[src/rtl/jt89_pkg.sv]
// Shared constants for the SN76489-style noise channel: rate encodings, reload
// counts, default LFSR taps/seed and the 2 dB attenuation table.
package jt89_pkg;

  typedef enum logic [1:0] {
    RATE_16    = 2'd0,
    RATE_32    = 2'd1,
    RATE_64    = 2'd2,
    RATE_TONE2 = 2'd3
  } rate_e;

  localparam int RELOAD_16 = 16;
  localparam int RELOAD_32 = 32;
  localparam int RELOAD_64 = 64;

  localparam logic [15:0] DEF_TAP_MASK = 16'h0009;

  localparam int          SND_W   = 9;
  localparam logic [8:0]  SND_MAX = 9'h1FF;

  // Default seed is a single 1 in the MSB for any LFSR length.
  function automatic logic [31:0] def_seed(input int w);
    return 32'd1 << (w - 1);
  endfunction

  function automatic logic [8:0] att_lookup(input logic [3:0] vol);
    logic [8:0] a;
    case (vol)
      4'd0:    a = 9'd511;
      4'd1:    a = 9'd406;
      4'd2:    a = 9'd322;
      4'd3:    a = 9'd256;
      4'd4:    a = 9'd203;
      4'd5:    a = 9'd161;
      4'd6:    a = 9'd128;
      4'd7:    a = 9'd102;
      4'd8:    a = 9'd81;
      4'd9:    a = 9'd64;
      4'd10:   a = 9'd51;
      4'd11:   a = 9'd40;
      4'd12:   a = 9'd32;
      4'd13:   a = 9'd25;
      4'd14:   a = 9'd20;
      default: a = 9'd0;
    endcase
    return a;
  endfunction

endpackage

[src/rtl/jt89_noise_att.sv]
// Registered 2 dB-step attenuator for the noise channel output.
// Only compiled when JT89_NOISE_ATT_EN is defined.
`ifdef JT89_NOISE_ATT_EN
module jt89_noise_att
  import jt89_pkg::*;
(
  input  logic             clk,
  input  logic             rst_n,
  input  logic             clk_en,
  input  logic [3:0]       vol,
  input  logic             din,
  output logic [SND_W-1:0] snd
);

  always_ff @(posedge clk or negedge rst_n) begin
    if (!rst_n)
      snd <= '0;
    else if (clk_en)
      snd <= din ? att_lookup(vol) : '0;
  end

endmodule
`endif

[src/rtl/jt89_lfsr_noise.sv]
// Noise channel: rate counter, half-rate phase flag, Galois-free shift LFSR and
// output stage. JT89_NOISE_ATT_EN selects the 2 dB attenuator; otherwise on/off gating.
module jt89_lfsr_noise
  import jt89_pkg::*;
#(
  parameter int                LFSR_W   = 16,
  parameter logic [LFSR_W-1:0] TAP_MASK = LFSR_W'(DEF_TAP_MASK),
  parameter logic [LFSR_W-1:0] SEED     = LFSR_W'(def_seed(LFSR_W)),
  parameter int                CNT_W    = 10
) (
  input  logic             clk,
  input  logic             rst_n,
  input  logic             clk_en,
  input  logic             clr,
  input  logic [2:0]       ctrl3,
  input  logic [CNT_W-1:0] tone2,
  input  logic [3:0]       vol,
  output logic             noise_out,
  output logic [SND_W-1:0] snd
);

  logic [LFSR_W-1:0] shift;
  logic [CNT_W-1:0]  cnt;
  logic [CNT_W-1:0]  reload;
  logic              v;
  logic              terminal;
  logic              advance;
  logic              fb;

  // ctrl3 is only sampled here, so a new rate lands at the next reload.
  always_comb begin
    reload = tone2;
    case (ctrl3[1:0])
      RATE_16: reload = CNT_W'(RELOAD_16);
      RATE_32: reload = CNT_W'(RELOAD_32);
      RATE_64: reload = CNT_W'(RELOAD_64);
      default: reload = tone2;
    endcase
  end

  assign terminal  = clk_en && (cnt <= CNT_W'(1));
  assign advance   = terminal && v;
  assign fb        = ctrl3[2] ? ^(shift & TAP_MASK) : shift[0];
  assign noise_out = shift[0];

  always_ff @(posedge clk or negedge rst_n) begin
    if (!rst_n) begin
      cnt <= CNT_W'(1);
      v   <= 1'b0;
    end else if (clk_en) begin
      if (terminal) begin
        cnt <= reload;
        v   <= ~v;
      end else begin
        cnt <= cnt - CNT_W'(1);
      end
    end
  end

  // clr wins over an advance; an all-zero register re-enters from SEED.
  always_ff @(posedge clk or negedge rst_n) begin
    if (!rst_n)
      shift <= SEED;
    else if (clr)
      shift <= SEED;
    else if (advance)
      shift <= (shift == '0) ? SEED : {fb, shift[LFSR_W-1:1]};
  end

`ifdef JT89_NOISE_ATT_EN
  jt89_noise_att u_att (
    .clk    (clk),
    .rst_n  (rst_n),
    .clk_en (clk_en),
    .vol    (vol),
    .din    (noise_out),
    .snd    (snd)
  );
`else
  always_ff @(posedge clk or negedge rst_n) begin
    if (!rst_n)
      snd <= '0;
    else if (clk_en)
      snd <= (noise_out && (vol != 4'hF)) ? SND_MAX : '0;
  end
`endif

endmodule
[config.mk]
export PLATFORM = sky130hd
export DESIGN_NAME = jt89_lfsr_noise
export DESIGN_NICKNAME = d
export VERILOG_FILES = /design/src/rtl/jt89_pkg.sv /design/src/rtl/jt89_noise_att.sv /design/src/rtl/jt89_lfsr_noise.sv
export SDC_FILE = /design/constraint.sdc
export NUM_CORES = 1
export LEC_CHECK = 0
export ABC_AREA = 0
export CAP_MARGIN = 20
export CELL_PAD_IN_SITES_DETAIL_PLACEMENT = 0
export CELL_PAD_IN_SITES_GLOBAL_PLACEMENT = 1
export CORE_MARGIN = 2
export CORE_UTILIZATION = 42
export DETAILED_ROUTE_END_ITERATION = 10
export GPL_ROUTABILITY_DRIVEN = 0
export PLACE_DENSITY_LB_ADDON = 0.15
export SYNTH_ARGS = -nofsm -noshare
export SYNTH_HDL_FRONTEND = slang
export SYNTH_SLANG_ARGS = --single-unit
[constraint.sdc]
create_clock -name clk -period 5.35 [get_ports clk]
set_input_delay 1.605 -clock clk [delete_from_list [all_inputs] [get_ports clk]]
set_output_delay 1.605 -clock clk [all_outputs]
set_load 0.1 [all_outputs]
# Word-level counts from Yosys, hierarchy flattened
# Index checks and enable logic that the tools add are counted.
# totals
regBits	36
input_bits	21
output_inout_bits	10
wordCells	25
# op_classes
add_sub_neg	1
n_lt_le_gt_ge	1
n_eq_ne	3
muxes	7
bitwise_logic	1
reduce_logical	8
# ops
op	n
two-way mux 16 bit	3
one-hot mux 10 bit (3 select lines)	1
logical NOT 16 bit	1
XOR reduction 16 bit	1
less-or-equal comparator 10 x 1 -> 1 bit, second input constant	1
two-way mux 10 bit	1
subtractor 10 x 1 -> 10 bit, second input constant	1
two-way mux 9 bit	1
inequality test 4 bit, second input constant	1
logical AND 1 bit	3
== test 2 x 1 -> 1 bit, second input constant	1
== test 2 bit, second input constant	1
logical NOT 2 bit	1
AND reduction 2 bit	1
nonzero test 2 bit	1
two-way mux 1 bit	1
NOT 1 bit	1

# Longest topological paths before layout
# logic_depth
depth_word	5
ltp_mapped	7
depth_no_buf	6

# Worst setup path before layout
# No wires, ideal clock.
# synth_path
kind	register to output
start	register snd[7] (netlist name)
end	output port snd[1]
t_arrival_ns	1.456
t_required_ns	3.745
slack_ns	2.289
path_stages_with_launch	2
path_buffers	1
cell_sequence	dfrtp_1 buf_4
# synth_rtl
element	line	text
end, declared	jt89_lfsr_noise.sv:19	output logic [SND_W-1:0] snd

==> summary.txt <==
Routing
  – Iteration-0 DRC Markers: 80
  – DRT antenna net count: 0
  – Routed vias/inst: 5.30
  – WL/cell: 13.6 µm
  – WL final: 3020 µm
  – Via count: 1177
  – TritonRoute pass-1 iters: 5
  – DRC: 0

GRT
  – Vias in the first global route: 1147
  – Initial antenna violation count: 0
  – First-pass GRT wire length: 5390 µm
  – Pin count of the biggest net entering global routing: 29
  – Global-route usage over all layers: 16.6%
  – GR Overflow Total: 0

Pwr
  – PwrDens: 332 mW/mm²
  – Sw frac: 32.6%
  – Final total power: 622 µW
  – Sw Pwr: 203 µW
  – Seq pwr share: 48.0%
  – Gate power share: 28.8%
  – Pint: 420 µW
  – Clock Power Share: 23.1%
  – Peak supply drop: 0.000192 V
  – P_leak: 0.000870 µW

STA
  – Period utilization: 68.0%
  – Pin slew with the least headroom to its limit: 0.964 ns
  – Final Hold Fails: 0
  – Worst rel slew slack: 35.6%
  – Fmax: 275 MHz
  – Final setup TNS: 0 ns
  – Final Skew: 0.00819 ns
  – Final Critical Period: 3.64 ns
  – Count of final setup violators: 0
  – RSZ-0062 raised after global routing: no
  – Final Max Tran Viols: 0
  – Setup WS post-layout: 1.71 ns

Synthesis
  – Mapped Cells: 153
  – Post-synth EDFFs: 0
  – Yosys Warn Count: 0
  – Syn Nets: 176
  – Top area cells in the synthesized netlist: dfrtp_1 (42%), mux2i_1 (7.8%), buf_4 (4.4%)
  – Synth area leader: dfrtp_1
  – Syn avg cell area: 10.0 µm²
  – Top cell type's share of synthesized area: 42.4%
  – Fraction of registers with async set/reset: 100%
  – Distinct cells, synth: 46
  – Flops & latches, synth: 28
  – Main flop type after synthesis: dfrtp_1
  – Seq/Total Area, Yosys: 45.8%
  – Post-Syn Area: 0.00153 mm²

CTS
  – Clock latency on the worst-skew pair: 0.34 ns
  – Clock sink count: 28
  – # hold bufs at CTS: 0
  – Clk slew on worst S/H paths: 0.16 ns
  – Buffer depth of the longest clock path: 2
  – Clk root buf: clkbuf_4
  – Cts bufs inserted: 3
  – CTS resizes: 0
  – Post-CTS Setup Bufs: 0
  – CTS tree: done
  – H-Tree Depth: 1

Placement
  – Pre-CTS setup slack: 1.50 ns
  – IO buf count: 30
  – HPWL Detailed: 2180 µm

Floorplan
  – I/O pin count: 31
  – Die Y: 64.4 µm
  – Die width: 64.4 µm
  – Full die area: 0.00415 mm²
  – Starting Density: 44.9%
  – Core area: 0.00342 mm²
  – Core Rows: 21

Worst setup path
  – Delay-heaviest family, CP: buffers and inverters
  – Buf/Inv on CP: 1
  – WP data required: 3.74 ns
  – Crit path DAT: 2.03 ns
  – Nature of the critical path endpoint: output pin
  – CP Class: reg2out
  – Worst Path Max Fanout: 10
  – Cell chain of the critical path: clkdlybuf4s50_1
  – CP max stage delay: 1.18 ns
  – R2R Setup Slk: 3.20 ns
  – CP max stage cell: clkdlybuf4s50_1
  – Worst setup SP type: register

Run
  – Max-cap violations: 0

Run status
  – Status: finished, final reports clean

Layout
  – Layout fillers: 319
  – Antenna diode count: 0
  – Ratio of cells with drive above 1 in the final layout: 6.82%
  – Total Nets Final: 200
  – Area grow syn2layout: 22.2%

Min path
  – Hold/Removal Path Class: reg2reg
## synthesized netlist by cell type, types with 4 or more instances
library cell and instances:
a21o_1 5, buf_4 9, nor2_1 17, o21ai_1 6, nor4_1 4, nand2b_1 4, nand3b_1 4, nor3_1 5
nand2_1 10, dfrtp_1 26, mux2i_1 12, nand3_1 5
## state kept, by name, summed over array words and instances, names as in the netlist
signal  count
v           1
snd         1
shift      16
cnt        10
## metrics by stage
| stage | hold WS [ns] | instances | utilization [%] | area, µm² |
|---|---|---|---|---|
| global placement | 0.454 | 218 | 53.3 | 1820 |
| finish | 0.482 | 222 | 54.9 | 1870 |
| floorplan | 0.434 | 153 | - | 1530 |
| CTS | 0.478 | 222 | 54.9 | 1870 |
| detailed placement | 0.458 | 218 | 53.3 | 1820 |
| global route | 0.507 | 222 | 54.9 | 1870 |
## final timing paths
check                                         from                    to  depth (start not counted)
worst max-delay path            snd[7]$_DFFE_PN0P_                snd[2]                          1
worst min-delay path                 v$_DFFE_PN0P_         v$_DFFE_PN0P_                          1
worst max register to register  cnt[0]$_DFFE_PN1P_    cnt[2]$_DFFE_PN0P_                          6
worst min register to register       v$_DFFE_PN0P_         v$_DFFE_PN0P_                          1
max in group asynchronous                    rst_n    cnt[0]$_DFFE_PN1P_                          2
min in group asynchronous                    rst_n  shift[0]$_DFFE_PN0P_                          2
## per-layer routing
metal	wire (µm)	share of wire (%)	up-vias	GRT usage, %
met5	0	0	-	0
met4	47	1.6	0	6.38
met3	134	4.4	4	2.78
met2	1300	43	27	24.7
met1	1530	51	549	24.1
li1	-	-	597	-
## layout make-up
class | count | area, µm² | area share (%)
Tap cell | 46 | 57.6 | 3.07
Sequential cell | 28 | 703 | 37.5
Clock buffer | 3 | 22.5 | 1.20
Inverter | 3 | 11.3 | 0.601
Clock inverter | 1 | 30.0 | 1.60
Multi-Input combinational cell | 109 | 734 | 39.2
Timing Repair Buffer | 32 | 315 | 16.8
## power groups by stage
stage / logic (µW) / clock network, µW / registers [µW]
after floorplan: 135 / 0 / 291
after global placement: 174 / 0 / 301
after detailed placement: 180 / 0 / 301
after CTS: 181 / 145 / 298
after global routing: 207 / 152 / 306
final: 180 / 144 / 299
## cell families (layout without fill, tap and decap cells)
group           count (synthesis)  in the layout  synth area share (%)
simple gates                   65             65                  24.0
flops                          28             28                  45.8
compound gates                 27             27                  12.6
buf+inv                        16             39                  6.28
mux                            13             13                  8.56
fa+ha+maj                       2              2                  1.63
xor+xnor                        2              2                  1.14
## layout by cell type (no fill, tap or decap), drive strengths merged, types with 2 or more instances in the layout
cell and count:
clkdlybuf4s50 30, dfrtp 26, nor2 17, mux2i 12
nand2 10, o21ai 7, nand3 5, nor3 5
a21o 5, nor4 4, nand3b 4, nand2b 4
inv 3, nand4 3, clkbuf 3, and3 2
and2 2, a211o 2, a21oi 2, ha 2
dfstp 2, buf 2, nor4b 2, nor3b 2
Power figures use the tool's default switching activity.
